File: config.mk
export PLATFORM = sky130hd
export DESIGN_NAME = truth_table_sweeper
export DESIGN_NICKNAME = d
export VERILOG_FILES = /design/src/rtl/truth_table_sweeper_pkg.sv /design/src/rtl/truth_table_sweeper_prio_enc16.sv /design/src/rtl/truth_table_sweeper.sv
export SDC_FILE = /design/constraint.sdc
export NUM_CORES = 1
export LEC_CHECK = 0
export ABC_AREA = 1
export ABC_CLOCK_PERIOD_IN_PS = 1900
export CELL_PAD_IN_SITES_DETAIL_PLACEMENT = 0
export CELL_PAD_IN_SITES_GLOBAL_PLACEMENT = 2
export CORE_MARGIN = 4
export CORE_UTILIZATION = 25
export CTS_CLUSTER_SIZE = 14
export DETAILED_ROUTE_END_ITERATION = 6
export PLACE_DENSITY = 0.84
export SYNTH_ARGS = -nofsm -noshare
export SYNTH_HDL_FRONTEND = slang
export SYNTH_SLANG_ARGS = --single-unit
File: constraint.sdc
create_clock -name clk -period 1.9 [get_ports clk]
set_input_delay 0.38 -clock clk [delete_from_list [all_inputs] [get_ports clk]]
set_output_delay 0.38 -clock clk [all_outputs]
set_load 0.005 [all_outputs]
File: src/rtl/truth_table_sweeper_pkg.sv
// Shared types and sizing for the truth-table sweeper.
// Holds the FSM state encoding and the SETTLE bounds.
package truth_table_sweeper_pkg;
    localparam int VEC_W      = 4;
    localparam int TBL_W      = 16;
    localparam int SETTLE_MIN = 1;
    localparam int SETTLE_MAX = 15;

    typedef enum logic [1:0] {
        ST_IDLE,
        ST_SETTLE,
        ST_SAMPLE,
        ST_FINISH
    } state_e;
endpackage

File: src/rtl/truth_table_sweeper_prio_enc16.sv
// Lowest-set-bit encoder over the 16-entry mismatch mask.
// Returns 0 when no bit is set.
module prio_enc16
    import truth_table_sweeper_pkg::*;
(
    input  logic [TBL_W-1:0] vec_i,
    output logic [VEC_W-1:0] idx_o
);
    always_comb begin
        idx_o = '0;
        for (int k = TBL_W - 1; k >= 0; k--) begin
            if (vec_i[k]) begin
                idx_o = k[VEC_W-1:0];
            end
        end
    end
endmodule

File: src/rtl/truth_table_sweeper.sv
// Drives all 16 input vectors to a 4-input function, captures the
// response and compares it against an expected maxterm mask.
module truth_table_sweeper
    import truth_table_sweeper_pkg::*;
#(
    parameter int SETTLE = 1
) (
    input  logic             clk,
    input  logic             rst_n,
    input  logic             start,
    input  logic [TBL_W-1:0] maxterms,
    input  logic             s_in,
    output logic             x,
    output logic             y,
    output logic             w,
    output logic             z,
    output logic [VEC_W-1:0] idx,
    output logic             busy,
    output logic             done,
    output logic             pass,
    output logic [TBL_W-1:0] table_q,
    output logic [TBL_W-1:0] mismatch,
    output logic [VEC_W-1:0] first_err,
    output logic             err_valid
);
    localparam int SETTLE_C = (SETTLE < SETTLE_MIN) ? SETTLE_MIN :
                              (SETTLE > SETTLE_MAX) ? SETTLE_MAX : SETTLE;
    localparam logic [VEC_W-1:0] CNT_LAST = VEC_W'(SETTLE_C - 1);
    localparam logic [VEC_W-1:0] IDX_LAST = VEC_W'(TBL_W - 1);

    state_e           state_q;
    logic [VEC_W-1:0] idx_q;
    logic [VEC_W-1:0] cnt_q;
    logic [TBL_W-1:0] mt_q;
    logic [TBL_W-1:0] tbl_q;
    logic [TBL_W-1:0] mis_q;
    logic [VEC_W-1:0] ferr_q;
    logic             busy_q;
    logic             done_q;
    logic             pass_q;
    logic             err_q;

    logic [TBL_W-1:0] tbl_d;
    logic [TBL_W-1:0] mis_d;
    logic [VEC_W-1:0] ferr_d;

    // Results are formed from the table as it will look after this sample,
    // so the final vector is included when the sweep closes.
    always_comb begin
        tbl_d        = tbl_q;
        tbl_d[idx_q] = s_in;
    end

    assign mis_d = tbl_d ^ ~mt_q;

    prio_enc16 u_enc (
        .vec_i (mis_d),
        .idx_o (ferr_d)
    );

    always_ff @(posedge clk) begin
        if (!rst_n) begin
            state_q <= ST_IDLE;
            idx_q   <= '0;
            cnt_q   <= '0;
            mt_q    <= '0;
            tbl_q   <= '0;
            mis_q   <= '0;
            ferr_q  <= '0;
            busy_q  <= 1'b0;
            done_q  <= 1'b0;
            pass_q  <= 1'b0;
            err_q   <= 1'b0;
        end else begin
            done_q <= 1'b0;
            unique case (state_q)
                ST_IDLE: begin
                    if (start) begin
                        mt_q    <= maxterms;
                        tbl_q   <= '0;
                        mis_q   <= '0;
                        ferr_q  <= '0;
                        pass_q  <= 1'b0;
                        err_q   <= 1'b0;
                        idx_q   <= '0;
                        cnt_q   <= '0;
                        busy_q  <= 1'b1;
                        state_q <= ST_SETTLE;
                    end
                end
                ST_SETTLE: begin
                    cnt_q <= cnt_q + 1'b1;
                    if (cnt_q == CNT_LAST) begin
                        state_q <= ST_SAMPLE;
                    end
                end
                ST_SAMPLE: begin
                    tbl_q <= tbl_d;
                    if (idx_q == IDX_LAST) begin
                        mis_q   <= mis_d;
                        ferr_q  <= ferr_d;
                        pass_q  <= (mis_d == '0);
                        err_q   <= |mis_d;
                        done_q  <= 1'b1;
                        busy_q  <= 1'b0;
                        state_q <= ST_FINISH;
                    end else begin
                        idx_q   <= idx_q + 1'b1;
                        cnt_q   <= '0;
                        state_q <= ST_SETTLE;
                    end
                end
                ST_FINISH: begin
                    idx_q   <= '0;
                    state_q <= ST_IDLE;
                end
                default: state_q <= ST_IDLE;
            endcase
        end
    end

    assign x         = idx_q[3];
    assign y         = idx_q[2];
    assign w         = idx_q[1];
    assign z         = idx_q[0];
    assign idx       = idx_q;
    assign busy      = busy_q;
    assign done      = done_q;
    assign pass      = pass_q;
    assign table_q   = tbl_q;
    assign mismatch  = mis_q;
    assign first_err = ferr_q;
    assign err_valid = err_q;
endmodule

==> key figures, run 1 <==
Finish
  • Share of cells above drive strength 1: 0.323
  • Nets: 591
  • Area grow syn2layout: 72.1%
  • # diodes: 0
  • Final Util: 0.439

Timing
  • Final Hold Viols: 0
  • Fmax: 0.487 GHz
  • Worst-Margin Slew: 0.500 ns
  • Crit path time final: 2.05 ns
  • Clk_skew: 0.00943 ns
  • Rel. slew slack: 0.666
  • Final setup fails: 6
  • Slew Viols, Final: 0
  • Period Utilization, post-route: 1.08
  • Final TNS setup: -0.426 ns
  • RSZ-0062 raised after global routing: yes
  • Setup ws final: -0.153 ns

Global routing
  • Largest net degree at the start of global routing: 23
  • Gr ovfl total: 0
  • First-pass GRT wire length: 15900 um
  • Antenna violations before repair: 0
  • Number of global-route vias before repair: 3304
  • Tot GR Track Use: 0.140

Setup path
  • Critical Path Max Stage Delay: 0.40 ns
  • Worst Setup Path Type: flop to flop
  • Critical Path Fanout Max: 6
  • Ordered list of cells on the worst path: inv_4, ha_4, buf_4, buf_4, a31oi_4, xor2_2, nor2_2, nand2_2, nor2_4, nand2_2, a32o_1
  • R2r worst-path depth: 11
  • Critical path startpoint category: flop
  • Crit end category: flop
  • Slowest-stage cell, CP: dfxtp_4
  • FF-to-FF setup slack: -0.15 ns
  • Critical Path AT: 2.27 ns
  • Required @ worst endpoint: 2.12 ns

Clock network
  • CTS tree: yes
  • Later-pin clock latency in the skew report: 0.33 ns
  • CTS buffer count: 9
  • Clock sink total: 66
  • CTS Buffer Depth: 2
  • Hold buffers post-CTS: 0
  • H-tree levels: 3
  • Clock-pin slew on the worst setup and hold paths: 0.06 ns
  • CTS root buf: clkbuf_16

Synth
  • Mux cell area share after synthesis: 0
  • Largest area contributor in the netlist: dfxtp_1
  • Compound-Gate Fraction of Synth Area: 0.170
  • Seq/Total Area, Yosys: 0.433
  • YS warnings: 0
  • Post-Syn Instances: 412
  • Yosys reg bits: 66
  • Syn nets: 438
  • Largest family of logic cells by synthesized area: simple AND/OR/NAND/NOR gates
  • Adder-Cell Fraction of Synth Area: 0.0246
  • Xor and xnor area share after synthesis: 0.0398
  • Share of the synthesized area in the top cell type: 0.433
  • Post-Synth Simple-Gate Area: 0.236
  • Synth cell types: 38
  • Post-synthesis cell area: 3050 sq um
  • Synth area leaders: dfxtp_1, nand2_1, inv_1
  • Synth Area per Inst: 7.40 sq um

Route
  • Drt wl/cell: 13.9 um
  • Antenna violation net count after detailed routing: 0
  • DRT iter0 DRCs: 100
  • DRC viols: 0
  • Vias/cell: 4.54
  • Vias after detailed routing: 3257
  • TritonRoute pass-1 iters: 5
  • Post-Route WL: 9940 um

Status
  • Status: complete, but fails checks
  • Failing checks: negative setup slack

Placement
  • Pre-CTS setup slack: -0.478 ns
  • Dpl hpwl: 7150 um
  • Port Buf Inserts: 67
  • GP Congestion: 0.814

Floorplanning
  • Num rows: 40
  • Chip width: 118 um
  • Core area: 12000 sq um
  • Initial core utilization: 0.255
  • Die area: 14000 sq um
  • Die H: 118 um
  • Num ports: 68

Flow run
  • # Max-Cap Violations: 0

Pwr
  • VDD IR-drop max: 0.428 mV
  • Leakage: 2.11 nW
  • Overall power: 3.65 mW
  • PwrDens: 696 nW/um^2

Min path
  • Hold Path Cell Cnt: 2
  • Worst Hold Class: flop to flop
-- per-stage QoR --
step | hold WS [ns] | std cells | cell area [sq um]
2_1_floorplan | 0.445 | 412 | 3050
3_3_place_gp | 0.450 | 677 | 4370
3_5_place_dp | 0.455 | 677 | 4370
4_1_cts | 0.461 | 713 | 5080
5_1_grt | 0.493 | 717 | 5250
6_report | 0.460 | 717 | 5250
-- cell families (layout without fill, tap and decap cells) --
logic type,Yosys count,after routing
flops,66,66
buf+inv,69,227
xor+xnor,13,13
compound gates,90,90
simple gates,168,168
fa+ha+maj,6,6
-- report_power, final --
part	internal [mW]	total, mW	leakage, nW	switching (mW)
registers	1.43	1.48	0.539	0.0516
logic	0.342	0.655	1.44	0.313
clock network	0.911	1.51	0.131	0.601
total	2.68	3.65	2.11	0.965
-- path summary, 6_finish.rpt --
kind | from | to
hold / removal | first_err[0] | first_err[0]
setup / recovery | idx[0] | err_valid
hold reg to reg | first_err[0] | first_err[0]
setup reg to reg | idx[0] | err_valid
-- flip-flops by register name (all words and copies together), names as in the netlist --
| name | cells |
|---|---|
| busy | 1 |
| cnt_q | 4 |
| done | 1 |
| err_valid | 1 |
| first_err | 4 |
| idx | 4 |
| mismatch | 16 |
| mt_q | 16 |
| pass | 1 |
| state_q | 2 |
| table_q | 16 |
-- critical path, delay by kind of cell, from the launching register on --
family / cells / cell delay (ns)
buffers and inverters: 3 / 0.34
DFF: 1 / 0.40
and+or+nand+nor: 4 / 0.42
adders and majority gates: 1 / 0.19
xor gates and xnor gates: 1 / 0.11
AOI/OAI and AO/OA: 2 / 0.46
-- Yosys cell counts --
cell type  number
buf_4           4
nor2_4          1
ha_1            6
a32o_1          3
buf_2           3
o32ai_1         3
inv_1          48
clkbuf_1        8
buf_1           1
inv_2           2
nand3_1        21
nand4_1         4
nor3_2          1
nand2_2         2
nor2_1         42
o21ai_1         9
nor3_1          2
o22ai_1        13
a22oi_1         1
o41ai_1         1
clkinv_1        1
o21ai_0        32
nor2_2          3
xnor2_1         3
dfxtp_1        66
nand2_1        86
a21oi_1        18
a21oi_2         2
xor2_1          9
buf_6           2
nand3_2         2
o31ai_1         1
o21a_1          1
nand3b_1        1
and3_1          2
or2_2           1
a31oi_1         6
xnor2_2         1
-- repair_timing --
action | 4_1_cts | 5_1_grt
setup buffers | 20 | 5
pin swaps | 31 | 26
endpoints found under the setup margin | 13 | 13
gates resized for setup | 69 | 29
-- cell usage in the layout (no fill, tap or decap), drive strengths merged, types with 4 or more instances in the layout --
cell           instances
nand2                 88
clkbuf                11
a21oi                 20
buf                   93
xnor2                  4
nor2                  46
clkdlybuf4s50         66
nand4                  4
ha                     6
a31oi                  6
o21ai                 41
dfxtp                 66
nand3                 23
inv                   51
o22ai                 13
xor2                   9
-- per-layer routing --
layer	vias up	global-route usage	wire [um]
li1	1651	-	-
met1	1509	0.167	4300
met2	73	0.248	4990
met3	24	0.0325	436
met4	0	0.0463	218
met5	-	0	0
-- cell type report --
type                            count  area (sq um)
Timing Repair Buffer              160          1460
Clock buffer                       11           243
Multi-Input combinational cell    277          1800
Inverter                           51           199
Tap cell                          147           184
Fill cell                        1145          6720
Sequential cell                    66          1330
Clock inverter                      5          30.0
(Power assumes the default switching activity.)
==> run 2: changes to the inputs <==
- SLEW_MARGIN: default -> 5
==> results of run 2 <==
Final layout, timing and power as in run 1 (identical DEF).
